`src/rtl/mux_scan_if.sv`:
```
// Scan controller bus: run control, mux tree select/data and the tagged result stream.
// master = scan controller side, slave = environment (mux tree, consumer, host).
interface mux_scan_if #(
    parameter int N_CH  = 64,
    parameter int DW    = 8,
    parameter int SEL_W = $clog2(N_CH)
);
    logic              start;
    logic              stop;
    logic [N_CH-1:0]   ch_mask;
    logic [SEL_W-1:0]  mux_sel;
    logic [DW-1:0]     mux_data;
    logic              out_valid;
    logic              out_ready;
    logic [SEL_W-1:0]  out_chan;
    logic [DW-1:0]     out_data;
    logic              busy;
    logic              scan_done;

    modport master (
        input  start, stop, ch_mask, mux_data, out_ready,
        output mux_sel, out_valid, out_chan, out_data, busy, scan_done
    );

    modport slave (
        output start, stop, ch_mask, mux_data, out_ready,
        input  mux_sel, out_valid, out_chan, out_data, busy, scan_done
    );
endinterface

```
`src/rtl/mux_scan_ctrl.sv`:
```
// Credit-limited scan controller for a registered 64-to-1 mux tree; tags each sample with its channel.
// Optional SCAN_CONT_EN: continuous wrap-around scanning until stop (default: single pass).
module mux_scan_ctrl #(
    parameter int N_CH       = 64,
    parameter int DW         = 8,
    parameter int SEL_W      = $clog2(N_CH),
    parameter int MUX_LAT    = 6,
    parameter int FIFO_DEPTH = 8
) (
    input  logic      clk,
    input  logic      rst,
    mux_scan_if.master bus
);
    localparam int PTR_W  = (FIFO_DEPTH > 1) ? $clog2(FIFO_DEPTH) : 1;
    localparam int FCNT_W = $clog2(FIFO_DEPTH + 1);
    localparam int ICNT_W = $clog2(MUX_LAT + 1);
    localparam int SUM_W  = $clog2(FIFO_DEPTH + MUX_LAT + 1);

    typedef enum logic [1:0] {IDLE, SCAN, DRAIN} state_t;

    typedef struct packed {
        logic [SEL_W-1:0] chan;
        logic [DW-1:0]    data;
    } entry_t;

    state_t            state;
    logic [SEL_W-1:0]  idx;
    logic [MUX_LAT-1:0] tag_vld;
    logic [SEL_W-1:0]  tag_ch [MUX_LAT];
    logic [ICNT_W-1:0] inflight;
    entry_t            mem [FIFO_DEPTH];
    logic [PTR_W-1:0]  rd_ptr, wr_ptr;
    logic [FCNT_W-1:0] fifo_count;

    logic credit_ok, scanning, ch_en, issue, advance, push, pop;

    // NOTE: every always_comb output gets a value before any condition, so no latch can be inferred.
    always_comb begin
        credit_ok = (SUM_W'(fifo_count) + SUM_W'(inflight)) < SUM_W'(FIFO_DEPTH);
        scanning  = (state == SCAN) && !bus.stop;
        ch_en     = bus.ch_mask[idx];
        issue     = scanning && ch_en && credit_ok;
        advance   = scanning && (!ch_en || credit_ok);
        push      = tag_vld[MUX_LAT-1];
        pop       = bus.out_valid && bus.out_ready;
    end

    assign bus.out_valid = (fifo_count != '0);
    assign bus.out_chan  = bus.out_valid ? mem[rd_ptr].chan : '0;
    assign bus.out_data  = bus.out_valid ? mem[rd_ptr].data : '0;

    // NOTE: sequential state uses non-blocking assignments so every register samples pre-edge values.
    always_ff @(posedge clk or posedge rst) begin
        if (rst) begin
            state         <= IDLE;
            idx           <= '0;
            bus.mux_sel   <= '0;
            bus.busy      <= 1'b0;
            bus.scan_done <= 1'b0;
        end else begin
            bus.scan_done <= 1'b0;
            if (issue) bus.mux_sel <= idx;
            unique case (state)
                IDLE: begin
                    if (bus.start && !bus.stop) begin
                        state    <= SCAN;
                        idx      <= '0;
                        bus.busy <= 1'b1;
                    end
                end
                SCAN: begin
                    if (bus.stop) begin
                        state <= DRAIN;
                    end else if (advance) begin
                        // N_CH is a power of two, so the increment wraps to 0 on its own.
                        idx <= idx + SEL_W'(1);
`ifdef SCAN_CONT_EN
`else
                        if (idx == SEL_W'(N_CH - 1)) state <= DRAIN;
`endif
                    end
                end
                DRAIN: begin
                    if (inflight == '0 && fifo_count == '0) begin
                        state         <= IDLE;
                        bus.busy      <= 1'b0;
                        bus.scan_done <= 1'b1;
                    end
                end
                default: state <= IDLE;
            endcase
        end
    end

    // Channel tags travel alongside the tree so each captured sample knows its source.
    always_ff @(posedge clk or posedge rst) begin
        if (rst) begin
            tag_vld  <= '0;
            inflight <= '0;
            for (int i = 0; i < MUX_LAT; i++) tag_ch[i] <= '0;
        end else begin
            tag_vld   <= {tag_vld[MUX_LAT-2:0], issue};
            tag_ch[0] <= idx;
            for (int i = 1; i < MUX_LAT; i++) tag_ch[i] <= tag_ch[i-1];
            unique case ({issue, push})
                2'b10:   inflight <= inflight + ICNT_W'(1);
                2'b01:   inflight <= inflight - ICNT_W'(1);
                default: inflight <= inflight;
            endcase
        end
    end

    always_ff @(posedge clk or posedge rst) begin
        if (rst) begin
            rd_ptr     <= '0;
            wr_ptr     <= '0;
            fifo_count <= '0;
        end else begin
            if (push) wr_ptr <= (wr_ptr == PTR_W'(FIFO_DEPTH - 1)) ? '0 : wr_ptr + PTR_W'(1);
            if (pop)  rd_ptr <= (rd_ptr == PTR_W'(FIFO_DEPTH - 1)) ? '0 : rd_ptr + PTR_W'(1);
            unique case ({push, pop})
                2'b10:   fifo_count <= fifo_count + FCNT_W'(1);
                2'b01:   fifo_count <= fifo_count - FCNT_W'(1);
                default: fifo_count <= fifo_count;
            endcase
        end
    end

    // NOTE: storage is deliberately not reset; the pointers and count alone define what is valid.
    always_ff @(posedge clk) begin
        if (push) mem[wr_ptr] <= '{chan: tag_ch[MUX_LAT-1], data: bus.mux_data};
    end
endmodule

```
`src/flat_wrapper.sv`:
```
// flat-port wrapper written by rule: the top's interface ports become plain ports
module mux_scan_ctrl_flat 
#(
    parameter int N_CH       = 64,
    parameter int DW         = 8,
    parameter int SEL_W      = $clog2(N_CH),
    parameter int MUX_LAT    = 6,
    parameter int FIFO_DEPTH = 8
)
  (clk, rst, bus_start, bus_stop, bus_ch_mask, bus_mux_data, bus_out_ready, bus_mux_sel, bus_out_valid, bus_out_chan, bus_out_data, bus_busy, bus_scan_done);
  mux_scan_if #(.N_CH(N_CH), .DW(DW), .SEL_W(SEL_W)) bus_i ();
  input  logic clk;
  input  logic rst;
  input wire logic [$bits(bus_i.start)-1:0] bus_start;
  input wire logic [$bits(bus_i.stop)-1:0] bus_stop;
  input wire logic [$bits(bus_i.ch_mask)-1:0] bus_ch_mask;
  input wire logic [$bits(bus_i.mux_data)-1:0] bus_mux_data;
  input wire logic [$bits(bus_i.out_ready)-1:0] bus_out_ready;
  output wire logic [$bits(bus_i.mux_sel)-1:0] bus_mux_sel;
  output wire logic [$bits(bus_i.out_valid)-1:0] bus_out_valid;
  output wire logic [$bits(bus_i.out_chan)-1:0] bus_out_chan;
  output wire logic [$bits(bus_i.out_data)-1:0] bus_out_data;
  output wire logic [$bits(bus_i.busy)-1:0] bus_busy;
  output wire logic [$bits(bus_i.scan_done)-1:0] bus_scan_done;
  assign bus_i.start = bus_start;
  assign bus_i.stop = bus_stop;
  assign bus_i.ch_mask = bus_ch_mask;
  assign bus_i.mux_data = bus_mux_data;
  assign bus_i.out_ready = bus_out_ready;
  assign bus_mux_sel = bus_i.mux_sel;
  assign bus_out_valid = bus_i.out_valid;
  assign bus_out_chan = bus_i.out_chan;
  assign bus_out_data = bus_i.out_data;
  assign bus_busy = bus_i.busy;
  assign bus_scan_done = bus_i.scan_done;
  mux_scan_ctrl #(.N_CH(N_CH), .DW(DW), .SEL_W(SEL_W), .MUX_LAT(MUX_LAT), .FIFO_DEPTH(FIFO_DEPTH)) u_core (.clk(clk), .rst(rst), .bus(bus_i));
endmodule
```
`config.mk`:
```
export PLATFORM = sky130hd
export DESIGN_NAME = mux_scan_ctrl_flat
export DESIGN_NICKNAME = d
export VERILOG_FILES = /design/src/rtl/mux_scan_if.sv /design/src/rtl/mux_scan_ctrl.sv /design/src/flat_wrapper.sv
export SDC_FILE = /design/constraint.sdc
export NUM_CORES = 1
export LEC_CHECK = 0
export CORE_ASPECT_RATIO = 0.5
export CORE_MARGIN = 2
export CORE_UTILIZATION = 47
export CTS_CLUSTER_SIZE = 14
export DETAILED_ROUTE_END_ITERATION = 6
export PLACE_DENSITY = 0.7
export SYNTH_ARGS = -nofsm -noshare
export SYNTH_HDL_FRONTEND = slang
export SYNTH_SLANG_ARGS = --single-unit
```
`constraint.sdc`:
```
create_clock -name clk -period 5.8 [get_ports clk]
set_input_delay 0.87 -clock clk [delete_from_list [all_inputs] [get_ports clk]]
set_output_delay 0.87 -clock clk [all_outputs]
set_load 0.02 [all_outputs]
```
## Word level (Yosys, flattened, before mapping)

Memories as Yosys holds them, arrays and structs flattened.
Cells that the tools add are included.

- Output and inout port bits: 23
- Memories: 1
- Logic and storage cells: 88
- Bits in registers: 71
- Bits of input ports: 77
- RAM bits: 112

Memories:

| name | words | width | rd ports | clocked after Yosys merged registers in | wr ports | RTL line | text |
|---|---|---|---|---|---|---|---|
| u_core.mem | 8 | 14 | 1 | 0 | 1 | mux_scan_ctrl.sv:31 | `entry_t mem [FIFO_DEPTH];` |

- Muxes and demuxes: 25
- $lt $le $gt $ge: 2
- Reductions and logical operators: 21
- Equal/unequal tests: 15
- Add/sub/neg operators: 8

Operator list:

| cell | count |
|---|---|
| 6-bit 2-to-1 mux | 4 |
| 6-bit case mux with 2 select lines | 1 |
| 2-bit 2-to-1 mux | 5 |
| 3-bit by 1-bit adder with 3-bit output (second input constant) | 3 |
| 8-bit 2-to-1 mux | 1 |
| 4-bit case mux with 2 select lines | 1 |
| 4-bit AND reduction | 2 |
| 2-bit nonzero test | 4 |
| 1-bit logical AND | 7 |
| 6-bit by 7-bit less-than comparator with 1-bit output (second input constant) | 1 |
| 1-bit 2-to-1 mux | 7 |
| 6-bit by 1-bit adder with 6-bit output (second input constant) | 1 |
| 1-bit binary-select mux with 6-bit select | 1 |
| 2-bit by 1-bit equality test with 1-bit output (second input constant) | 3 |
| 2-bit equality test (second input constant) | 3 |
| 3-bit equality test (second input constant) | 2 |
| 6-bit equality test (second input constant) | 1 |
| 3-bit 2-to-1 mux | 2 |
| 2-bit by 1-bit inequality test with 1-bit output (second input constant) | 3 |
| 2-bit case mux with 3 select lines | 1 |
| 3-bit case mux with 2 select lines | 1 |
| 4-bit by 1-bit adder with 4-bit output (second input constant) | 1 |
| 4-bit by 3-bit adder with 4-bit output | 1 |
| 4-bit zero test | 1 |
| other kinds (13) | 14 |

## Logic depth before layout (Yosys ltp)

- Word-level depth: 8
- Depth in mapped cells: 17
- Depth with buffers taken out: 13

## Worst setup path after synthesis

No wires, ideal clock.

- Path type: in2reg
- Start: input bus_ch_mask[47]
- End: register u_core.inflight[2]
- Arrival time: 3.174 ns
- Cell stages on the path: 14
- Setup time: 0.079 ns
- Slack: 2.547 ns
- Required time: 5.721 ns
- Cells stage by stage: mux4_2 mux2_2 nor3b_1 nor4_1 nor2_1 nor2b_1 buf_2 inv_1 ha_1 inv_1 fa_1 xor2_1 nor2_1 xor2_1

- Word-level cells in the longest chain between the ends: 6

RTL lines:

| item | RTL line | text |
|---|---|---|
| from (decl) | flat_wrapper.sv:16 | `input wire logic [$bits(bus_i.ch_mask)-1:0] bus_ch_mask;` |
| 1-bit binary-select mux with 6-bit select * | mux_scan_ctrl.sv:41 | `ch_en = bus.ch_mask[idx];` |
| 1-bit 2-to-1 mux (not written as such) * | mux_scan_ctrl.sv:41 |  |
| 1-bit logical AND * (2 in series) | mux_scan_ctrl.sv:42 | `issue = scanning && ch_en && credit_ok;` |
| net u_core.issue | mux_scan_ctrl.sv:35 | `logic credit_ok, scanning, ch_en, issue, advance, push, pop;` |
| 2-bit by 1-bit equality test with 1-bit output or 2-bit equality test (tied branches) | mux_scan_ctrl.sv:105 | `unique case ({issue, push})` |
| 3-bit case mux with 2 select lines or 2-bit nonzero test (tied branches) | - |  |
| to (signal assigned) | mux_scan_ctrl.sv:106 | `2'b10: inflight <= inflight + ICNT_W'(1);` |
| to (signal assigned) | mux_scan_ctrl.sv:107 | `2'b01: inflight <= inflight - ICNT_W'(1);` |
| to (signal assigned) | mux_scan_ctrl.sv:108 | `default: inflight <= inflight;` |
| to (decl) | mux_scan_ctrl.sv:30 | `logic [ICNT_W-1:0] inflight;` |

Mark *: on every way through the listed nets, which the timed path passes. The rest lies on a longest branch. The select of a mux whose other input is x is not followed.
A chain may end at the register's enable or synchronous reset.

## Worst setup path in the final report

- Start: register u_core.rd_ptr[0]
- End: output bus_out_chan[5]

- Word-level cells in the longest chain between the ends: 2

RTL lines:

| item | RTL line | text |
|---|---|---|
| from (decl) | mux_scan_ctrl.sv:32 | `logic [PTR_W-1:0] rd_ptr, wr_ptr;` |
| from (signal assigned) | mux_scan_ctrl.sv:120 | `if (pop) rd_ptr <= (rd_ptr == PTR_W'(FIFO_DEPTH - 1)) ? '0 : rd_ptr + PTR_W'(1);` |
| memory 8 x 14 bit | - |  |
| 6-bit 2-to-1 mux | mux_scan_ctrl.sv:49 | `assign bus.out_chan = bus.out_valid ? mem[rd_ptr].chan : '0;` |
| to (decl) | flat_wrapper.sv:21 | `output wire logic [$bits(bus_i.out_chan)-1:0] bus_out_chan;` |

No other way between the ends.

==> flow_metrics.py <==
metrics = {
    "timing": {
        "finalSetupViolCount": 0,
        "hold_viol": 0,
        "tightest_slew_ns": 1.06,
        "relSlewSlack": 0.296,
        "timing.fmax_ghz": 0.260,
        "skew_ns": 0.00922,
        "slew_viol_final": 0,
        "fin_crit_ns": 3.85,
        "rsz0062_at_grt": "false",
        "worst_slack_ns": 1.95,
        "period_share": 0.664,
        "tns_ns": 0,
    },
    "cells_and_area": {
        "fill_cells": 1130,
        "drive_above_1_share": 0.188,
        "finalNetCount": 615,
        "fin_util": 0.599,
        "final_cell_mix": "edfxtp_1, clkdlybuf4s50_1, dfrtp_1, mux4_2, mux2i_1",
        "antenna_cells": 0,
        "syn2layout_area_growth_pct": 24.7,
        "final_common_cell": "edfxtp_1",
    },
    "clocking": {
        "clock_sinks": 183,
        "root_buffer": "clkbuf_16",
        "cts_tree": "built",
        "post_cts_buffers": 0,
        "clk_pin_slew_ns": 0.06,
        "ctsResizeCount": 0,
        "holdBufCountCts": 0,
        "clkLatencyLatePin_ns": 0.42,
        "cts_buffers": 17,
        "cts_buffer_depth": 2,
        "htree_levels": 4,
    },
    "drt": {
        "firstDrtPassIters": 4,
        "drc": 0,
        "drt_wl_total_mm": 13.3,
        "antenna_left": 0,
        "vias": 3941,
        "routed_via_density": 5.31,
        "routedWlPerCell_um": 17.9,
        "drt_iter0_drc": 269,
    },
    "critical_path": {
        "end_kind": "output port",
        "critPathMaxStageDelay_ns": 1.07,
        "cp_max_fo": 31,
        "critPathKind": "flop to output port",
        "arrival_ns": 2.98,
        "required_ns": 4.93,
        "crit_buf_inv": 1,
        "worstSetupStartpointType": "flop",
        "slowest_stage": "dfrtp_2",
        "crit_chain": "mux4_2, mux2i_1, nor2_1, clkdlybuf4s50_1",
        "cp_top_family": "flip-flops",
    },
    "placed_design": {
        "gp_congestion": 0.726,
        "port_buffers": 99,
        "dpl.hpwl_mm": 8.17,
        "dp_slack_ns": 1.94,
    },
    "global_route": {
        "grt_pass1_vias": 4117,
        "antenna_found_initial": 0,
        "grt_pass1_wl_mm": 21.6,
        "grt_max_degree": 72,
        "grtUsageTotal": 0.172,
        "gr-total-overflow": 0,
    },
    "floorplan": {
        "core_um2": 15400,
        "initial_core_util": 0.481,
        "dieHeight_um": 92.8,
        "die_x_um": 182,
        "die_area_um2": 16800,
        "ios": 100,
        "rows": 32,
    },
    "yosys": {
        "syn_avg_cell_area_um2": 17.7,
        "postSynthCellCount": 419,
        "yosysTopAreaCell": "edfxtp_1",
        "synthDistinctLibCells": 44,
        "synth-seq-area-share": 0.694,
        "synth_nets": 509,
        "synth_edf_count": 112,
        "ys_ff_latch": 183,
        "ys_top_cells_by_area": "edfxtp_1, dfrtp_1, mux4_2",
        "synthArstFlopShare": 0.388,
        "ys.flop_type": "edfxtp_1",
        "synth_top_area_frac": 0.454,
        "synthesis.area_um2": 7410,
        "yosys_warnings": 0,
    },
    "power": {
        "p_per_area_nw_per_um2": 433,
        "vdd_ir_drop_max_uv": 277,
        "leakagePower_nw": 3.48,
    },
    "status": {
        "outcome": "complete, no violations",
    },
    "flow_run": {
        "drv_cap": 0,
    },
    "hold_path": {
        "hp-class": "flop to flop",
    },
}
path summary, 6_finish.rpt:
kind | startpoint | endpoint | slack [ns] | cells after the start
worst min register to register | u_core.tag_vld[3] | u_core.tag_vld[4] | 0.35 | 0
worst max register to register | u_core.idx[0] | u_core.inflight[2] | 2.33 | 13
max in group asynchronous | rst | u_core.rd_ptr[0] | 4.17 | 3
min in group asynchronous | rst | u_core.tag_ch[2] | 1.02 | 3
worst min-delay path | u_core.tag_vld[3] | u_core.tag_vld[4] | 0.35 | 0
worst max-delay path | u_core.rd_ptr[0] | bus_out_chan[5] | 1.95 | 4
flip-flops by register name, indices dropped and copies added (netlist names):
register and flops:
u_core.mem 112, u_core.tag_ch 36, u_core.rd_ptr 3, u_core.idx 6
u_core.bus.scan_done 1, u_core.wr_ptr 3, u_core.bus.mux_sel 6, u_core.state 2
u_core.tag_vld 6, u_core.bus.busy 1, u_core.fifo_count 4, u_core.inflight 3
metal layers:
layer  vias to the layer above  track usage  wire length, um
li1                       1820            -                -
met1                      1999        0.218             5810
met2                       113        0.290             6580
met3                         9       0.0531              764
met4                         0       0.0488              106
met5                         -            0                0
synthesized netlist by cell type, drive strengths merged, types with 4 or more instances:
library cell	number
edfxtp	112
dfrtp	71
mux4	40
nor2	29
mux2i	25
inv	13
mux2	12
buf	11
ha	11
a21oi	10
nand2	10
clkbuf	7
o21ai	7
nor2b	6
nand2b	5
nor3	5
xor2	5
a22oi	4
and2	4
final cells by class:
type                            count  area, um^2  share of cell area
Inverter                           13        48.8             0.00528
Multi-Input combinational cell    205        2150               0.233
Tap cell                          204         255              0.0276
Sequential cell                   183        5140               0.557
Timing Repair Buffer              105        1040               0.112
Clock buffer                       18         429              0.0465
Clock inverter                     14         174              0.0188
kinds of logic after synthesis:
| kind of cell | share of synthesized area |
|---|---|
| simple gates | 0.0492 |
| flops | 0.694 |
| compound gates | 0.0297 |
| fa+ha+maj | 0.0240 |
| xor+xnor | 0.00946 |
| mux | 0.174 |
| buf+inv | 0.0201 |
stage by stage:
step	power, mW	area (um^2)	hold WS [ns]	std cells
4_1_cts	4.06	9230	0.349	742
2_1_floorplan	2.48	7410	0.331	419
3_3_place_gp	2.86	8630	0.332	710
5_1_grt	4.22	9230	0.350	742
3_5_place_dp	2.88	8630	0.335	710
6_report	4.00	9230	0.346	742
power by group:
| part | leakage, nW | internal [mW] | switching [mW] | total (mW) |
|---|---|---|---|---|
| Sequential | 1.97 | 1.51 | 0.211 | 1.72 |
| Clock | 0.285 | 0.683 | 0.484 | 1.17 |
| Combinational | 1.23 | 0.626 | 0.485 | 1.11 |
Power figures use the tool's default switching activity.
